## src/rtl/zuc_eea3_xor.sv

```systemverilog
// zuc_eea3_xor: buffers ZUC keystream words and XORs them with message words
// to produce cipher/plain words. The final word is tail-masked from the
// message bit length latched at msg_start.
// Optional feature macro: ZUC_XOR_DISCARD_EN drops the first keystream word
// accepted after each msg_start.
//
// state | meaning
// IDLE  | waiting for msg_start
// RUN   | moving words; leaves after the last output handshake
// DONE  | msg_done pulse, one cycle
module zuc_eea3_xor #(
  parameter int FIFO_DEPTH = 4,
  parameter int LEN_W      = 16
) (
  input  logic             clk,
  input  logic             rst,
  input  logic             msg_start,
  input  logic [LEN_W-1:0] msg_len,
  output logic             busy,
  input  logic             ks_valid,
  input  logic [31:0]      ks_data,
  output logic             ks_ready,
  input  logic             din_valid,
  input  logic [31:0]      din_data,
  output logic             din_ready,
  output logic             dout_valid,
  output logic [31:0]      dout_data,
  output logic             dout_last,
  input  logic             dout_ready,
  output logic             msg_done
);

  localparam int AW = $clog2(FIFO_DEPTH);
  // word counts reach 2^(LEN_W-5); one spare bit also covers the discard word
  localparam int CW = LEN_W - 4;
`ifdef ZUC_XOR_DISCARD_EN
  localparam logic [CW-1:0] KS_EXTRA = CW'(1);
`else
  localparam logic [CW-1:0] KS_EXTRA = CW'(0);
`endif

  typedef enum logic [1:0] {S_IDLE, S_RUN, S_DONE} state_t;

  state_t          state_q, state_d;
  logic [4:0]      rem_q;
  logic [CW-1:0]   nwords_q;
  logic [CW-1:0]   word_cnt_q;
  logic [CW-1:0]   ks_cnt_q;
  logic [31:0]     fifo_mem [FIFO_DEPTH];
  logic [AW:0]     wr_ptr_q, rd_ptr_q;
  logic [AW:0]     fifo_cnt;
  logic [LEN_W:0]  len_plus;
  logic [CW-1:0]   nwords_calc;
  logic [CW-1:0]   ks_need;
  logic            run, start_run, fifo_empty, fifo_full;
  logic            ks_acc, push, fire, is_last;
  logic [31:0]     ks_head, mask;

  assign len_plus    = {1'b0, msg_len} + (LEN_W+1)'(31);
  assign nwords_calc = CW'(len_plus >> 5);

  assign run        = (state_q == S_RUN);
  assign start_run  = (state_q == S_IDLE) && msg_start && (msg_len != '0);
  assign fifo_cnt   = wr_ptr_q - rd_ptr_q;
  assign fifo_empty = (fifo_cnt == '0);
  assign fifo_full  = (fifo_cnt == (AW+1)'(FIFO_DEPTH));
  assign ks_need    = nwords_q + KS_EXTRA;

  assign ks_ready = run && !fifo_full && (ks_cnt_q < ks_need);
  assign ks_acc   = ks_valid && ks_ready;

`ifdef ZUC_XOR_DISCARD_EN
  logic discard_q;
  // arm the drop at message start, disarm on the first accepted keystream word
  always_ff @(posedge clk) begin
    if (rst)            discard_q <= 1'b0;
    else if (start_run) discard_q <= 1'b1;
    else if (ks_acc)    discard_q <= 1'b0;
  end
  assign push = ks_acc && !discard_q;
`else
  assign push = ks_acc;
`endif

  assign fire = run && din_valid && !fifo_empty && (!dout_valid || dout_ready)
                && (word_cnt_q < nwords_q);
  assign din_ready = fire;

  assign ks_head = fifo_mem[rd_ptr_q[AW-1:0]];
  assign is_last = (word_cnt_q == nwords_q - CW'(1));
  assign mask    = (is_last && (rem_q != '0)) ? ~(32'hFFFF_FFFF >> rem_q) : 32'hFFFF_FFFF;

  assign busy     = (state_q != S_IDLE);
  assign msg_done = (state_q == S_DONE);

  // state register
  always_ff @(posedge clk) begin
    if (rst) state_q <= S_IDLE;
    else     state_q <= state_d;
  end

  // next-state decode; msg_start only matters in IDLE
  always_comb begin
    state_d = state_q;
    case (state_q)
      S_IDLE: if (msg_start) state_d = (msg_len != '0) ? S_RUN : S_DONE;
      S_RUN:  if (dout_valid && dout_ready && dout_last) state_d = S_DONE;
      S_DONE: state_d = S_IDLE;
      default: state_d = S_IDLE;
    endcase
  end

  // latch length-derived values once per message
  always_ff @(posedge clk) begin
    if (rst) begin
      rem_q    <= '0;
      nwords_q <= '0;
    end else if ((state_q == S_IDLE) && msg_start) begin
      rem_q    <= msg_len[4:0];
      nwords_q <= nwords_calc;
    end
  end

  // counters and FIFO pointers, cleared whenever a new message starts
  always_ff @(posedge clk) begin
    if (rst || start_run) begin
      wr_ptr_q   <= '0;
      rd_ptr_q   <= '0;
      word_cnt_q <= '0;
      ks_cnt_q   <= '0;
    end else begin
      if (push)   wr_ptr_q   <= wr_ptr_q + (AW+1)'(1);
      if (fire)   rd_ptr_q   <= rd_ptr_q + (AW+1)'(1);
      if (fire)   word_cnt_q <= word_cnt_q + CW'(1);
      if (ks_acc) ks_cnt_q   <= ks_cnt_q + CW'(1);
    end
  end

  // keystream storage
  always_ff @(posedge clk) begin
    if (push) fifo_mem[wr_ptr_q[AW-1:0]] <= ks_data;
  end

  // registered output word; held until accepted
  always_ff @(posedge clk) begin
    if (rst) begin
      dout_valid <= 1'b0;
      dout_data  <= '0;
      dout_last  <= 1'b0;
    end else if (fire) begin
      dout_valid <= 1'b1;
      dout_data  <= (din_data ^ ks_head) & mask;
      dout_last  <= is_last;
    end else if (dout_ready) begin
      dout_valid <= 1'b0;
      dout_last  <= 1'b0;
    end
  end

endmodule

```

## config.mk

```make
export PLATFORM = sky130hd
export DESIGN_NAME = zuc_eea3_xor
export DESIGN_NICKNAME = d
export VERILOG_FILES = /design/src/rtl/zuc_eea3_xor.sv
export SDC_FILE = /design/constraint.sdc
export NUM_CORES = 1
export LEC_CHECK = 0
export BUFFER_PORTS_ARGS = -buffer_cell sky130_fd_sc_hd__buf_2
export CORE_ASPECT_RATIO = 0.5
export CORE_MARGIN = 2
export CORE_UTILIZATION = 47
export DETAILED_ROUTE_END_ITERATION = 12
export PLACE_DENSITY = 0.7
export SLEW_MARGIN = 20
export SYNTH_ARGS = -nofsm -noshare
export SYNTH_HDL_FRONTEND = slang
export SYNTH_SLANG_ARGS = --single-unit
export TNS_END_PERCENT = 5
```

## constraint.sdc

```tcl
create_clock -name clk -period 3.4 [get_ports clk]
set_clock_uncertainty 0.05 [all_clocks]
set_input_delay 0.68 -clock clk [delete_from_list [all_inputs] [get_ports clk]]
set_output_delay 0.68 -clock clk [all_outputs]
set_load 0.005 [all_outputs]
```

==> flow_metrics.tcl <==
set metrics [dict create \
    outcome "finished clean" \
    grt_antenna_before_repair 0 \
    grt.met1_usage_pct 26.7 \
    hpwl_um 15800 \
    power-per-cell-area_nw_per_um2 500 \
    antenna_cells 0 \
    grt_max_degree 40 \
    grt_pass1_vias 6678 \
    crit_path_top_delay_cell "dfxtp_1" \
    insertion_delay_ns 0.51 \
    netlist.top_cell.by_area "edfxtp_1" \
    dieHeight_um 106 \
    synth.most_common_cell "edfxtp_1" \
    worstPathArrival_ns 2.46 \
    netlist_instances 796 \
    timing.fmax_ghz 0.313 \
    muxShareOfSynthArea_pct 7.33 \
    cts-root-buf "clkbuf_16" \
    critPathRequiredTime_ns 2.67 \
    cts_hold_buf 0 \
    fin_crit_ns 3.19 \
    drc 0 \
    syn2layout_area_growth_pct 17.6 \
    critPathLaunchType "register" \
    path_common_cell "a21o_1" \
    cts_sinks 213 \
    hold_viol 0 \
    synthTopCellsByArea "edfxtp_1 39%, dfxtp_1 17%, mux4_2 7.3%" \
    grt_pass1_wl_um 35800 \
    htree_levels 1 \
    tightest_slew_ns 0.784 \
    synth_ff_type "edfxtp_1" \
    die_area_um2 22100 \
    max_stage_delay_ns 0.51 \
    core_area_um2 20500 \
    critPathTopFamily "compound AO/OA/AOI/OAI gates" \
    hp-class "input pin to register" \
    path_buf_inv 3 \
    cp-end-kind "output pin" \
    ys_ff_latch 213 \
    tns_ns 0 \
    synth-edff-count 128 \
    cts_tree "built" \
    grtUsageMet2_pct 35.5 \
    clock_path_buffers 3 \
    cp_cell_sequence "inv_1 -> ha_1 -> a21o_1 -> a21o_1 -> a32o_1 -> or3_1 -> clkinv_1 -> buf_2" \
    nFillCells 1658 \
    drive_gt1_share_pct 24.5 \
    post-route-period-util_pct 93.8 \
    cap_violations 0 \
    worstSetupPathType "register to output pin" \
    setup_viol 0 \
    layout.nets 1037 \
    synthTopCellsByCount "128 x edfxtp_1, 85 x dfxtp_1, 69 x nand2_1" \
    clk_pin_slew_ns 0.07 \
    synth.net_count 915 \
    ant_nets 0 \
    syn_area_um2 9830 \
    yosys.area_share.xor_xnor_pct 6.60 \
    grt_overflow 0 \
    holdWs_ns 0.324 \
    yosysSeqAreaShare_pct 56.4 \
    cts_inserted_buffers 20 \
    syn_avg_cell_area_um2 12.3 \
    finalMaxSlewViolations 0 \
    synth_top_family_by_area "simple AND/OR/NAND/NOR gates" \
    wl_per_cell_um 18.9 \
    portBuffers 123 \
    synth-simple-area-share_pct 12.3 \
    relSlewSlack_pct 47.7 \
    synthAdderAreaFrac_pct 4.20 \
    vias_per_cell 5.69 \
    fin_util_pct 56.4 \
    rows 37 \
    ios 124 \
    power_leakage_nw 4.12 \
    synth_warnings 0 \
    drt-total-wl_um 22800 \
    yosysTopAreaCellShare_pct 39.1 \
    start_util_pct 47.9 \
    grt-busiest-layer "met2" \
    ys_types 59 \
    drt_iter0_markers 507 \
    drtPass1Iterations 5 \
    die_w_um 208 \
    met3_usage_pct 3.37 \
    globalplace.congestion 0.836 \
    synth_compound_area_share_pct 9.91 \
    vias 6861 \
    ir_worst_vdd_mv 0.320 \
    worstPathMaxFanout 11 \
    grt_use_total_pct 20.5 \
    async_reset_ff_share_pct 0 \
    rsz0062_at_grt "false" \
]
## logic make-up (layout without fill, tap and decap cells)
| group | after synthesis | count (layout) |
|---|---|---|
| muxes | 32 | 32 |
| buffers and inverters | 72 | 208 |
| xor gates and xnor gates | 74 | 74 |
| and+or+nand+nor | 236 | 236 |
| adders and majority gates | 33 | 33 |
| AOI/OAI and AO/OA | 136 | 136 |
| DFF | 213 | 213 |
## metal layers
layer / wire length, µm / vias up
met5: 0 / -
met2: 11200 / 172
met4: 627 / 0
met1: 9960 / 3396
li1: - / 3246
met3: 981 / 47
## sequential cells by signal, indices dropped and copies added (netlist names), named ones only
register,count
rem_q,5
dout_data,32
dout_valid,1
word_cnt_q,12
wr_ptr_q,3
nwords_q,12
rd_ptr_q,3
dout_last,1
state_q,2
fifo_mem,128
ks_cnt_q,12
## final timing paths
kind                 startpoint        endpoint  depth (start not counted)  slack (ns)
setup / recovery    nwords_q[8]       din_ready                          8        0.21
hold / removal       ks_data[2]  fifo_mem[1][2]                          1        0.32
setup reg to reg    nwords_q[4]   dout_data[29]                          7        0.39
hold reg to reg   dout_data[30]   dout_data[30]                          2        0.39
## layout make-up
class / count / area (µm²) / area share (%)
clock buffer: 24 / 536 / 4.63
tap: 273 / 342 / 2.96
clock inverter: 12 / 196 / 1.70
sequential: 213 / 5550 / 48.0
inverter: 28 / 105 / 0.909
multi-input combinational: 511 / 3980 / 34.5
timing repair buffer: 144 / 848 / 7.34
## through the flow
| step | power [mW] | setup WS, ns | area [µm²] | instances |
|---|---|---|---|---|
| finish | 5.78 | 0.209 | 11600 | 1205 |
| global route | 5.98 | 0.0106 | 11600 | 1205 |
| CTS | 5.81 | 0.0421 | 11500 | 1203 |
| detailed placement | 3.37 | 0.379 | 10800 | 1167 |
| global placement | 3.36 | 0.463 | 10800 | 1167 |
| floorplan | 3.19 | -0.219 | 9830 | 796 |
## cells in the final DEF (no fill, tap or decap), types with 7 or more instances in the layout
| master | count |
|---|---|
| nand4_1 | 17 |
| or4_1 | 7 |
| dfxtp_1 | 82 |
| a211oi_1 | 13 |
| o211ai_1 | 10 |
| nand3_1 | 14 |
| buf_2 | 123 |
| nor2_1 | 48 |
| a21oi_1 | 39 |
| a32o_1 | 19 |
| o2111ai_1 | 7 |
| a21o_1 | 7 |
| xor2_1 | 42 |
| and2_1 | 11 |
| mux4_2 | 32 |
| or3_1 | 7 |
| xnor2_1 | 32 |
| buf_4 | 15 |
| nand2_1 | 69 |
| ha_1 | 33 |
| o21ai_0 | 13 |
| nor4_1 | 11 |
| nor3_1 | 11 |
| clkbuf_16 | 20 |
| inv_1 | 27 |
| edfxtp_1 | 128 |
## power by group
| group | switching [mW] | total, mW | internal, mW |
|---|---|---|---|
| combinational | 0.306 | 0.504 | 0.198 |
| clock | 0.993 | 2.44 | 1.45 |
| sequential | 0.0495 | 2.83 | 2.78 |
| total | 1.35 | 5.78 | 4.43 |
## repair_timing
action	in CTS	in global routing
pin swaps	0	1
resized for setup	1	4
setup endpoints to repair	1	2
setup buffers	0	2
Note: power is estimated with default switching activity, not from simulation.
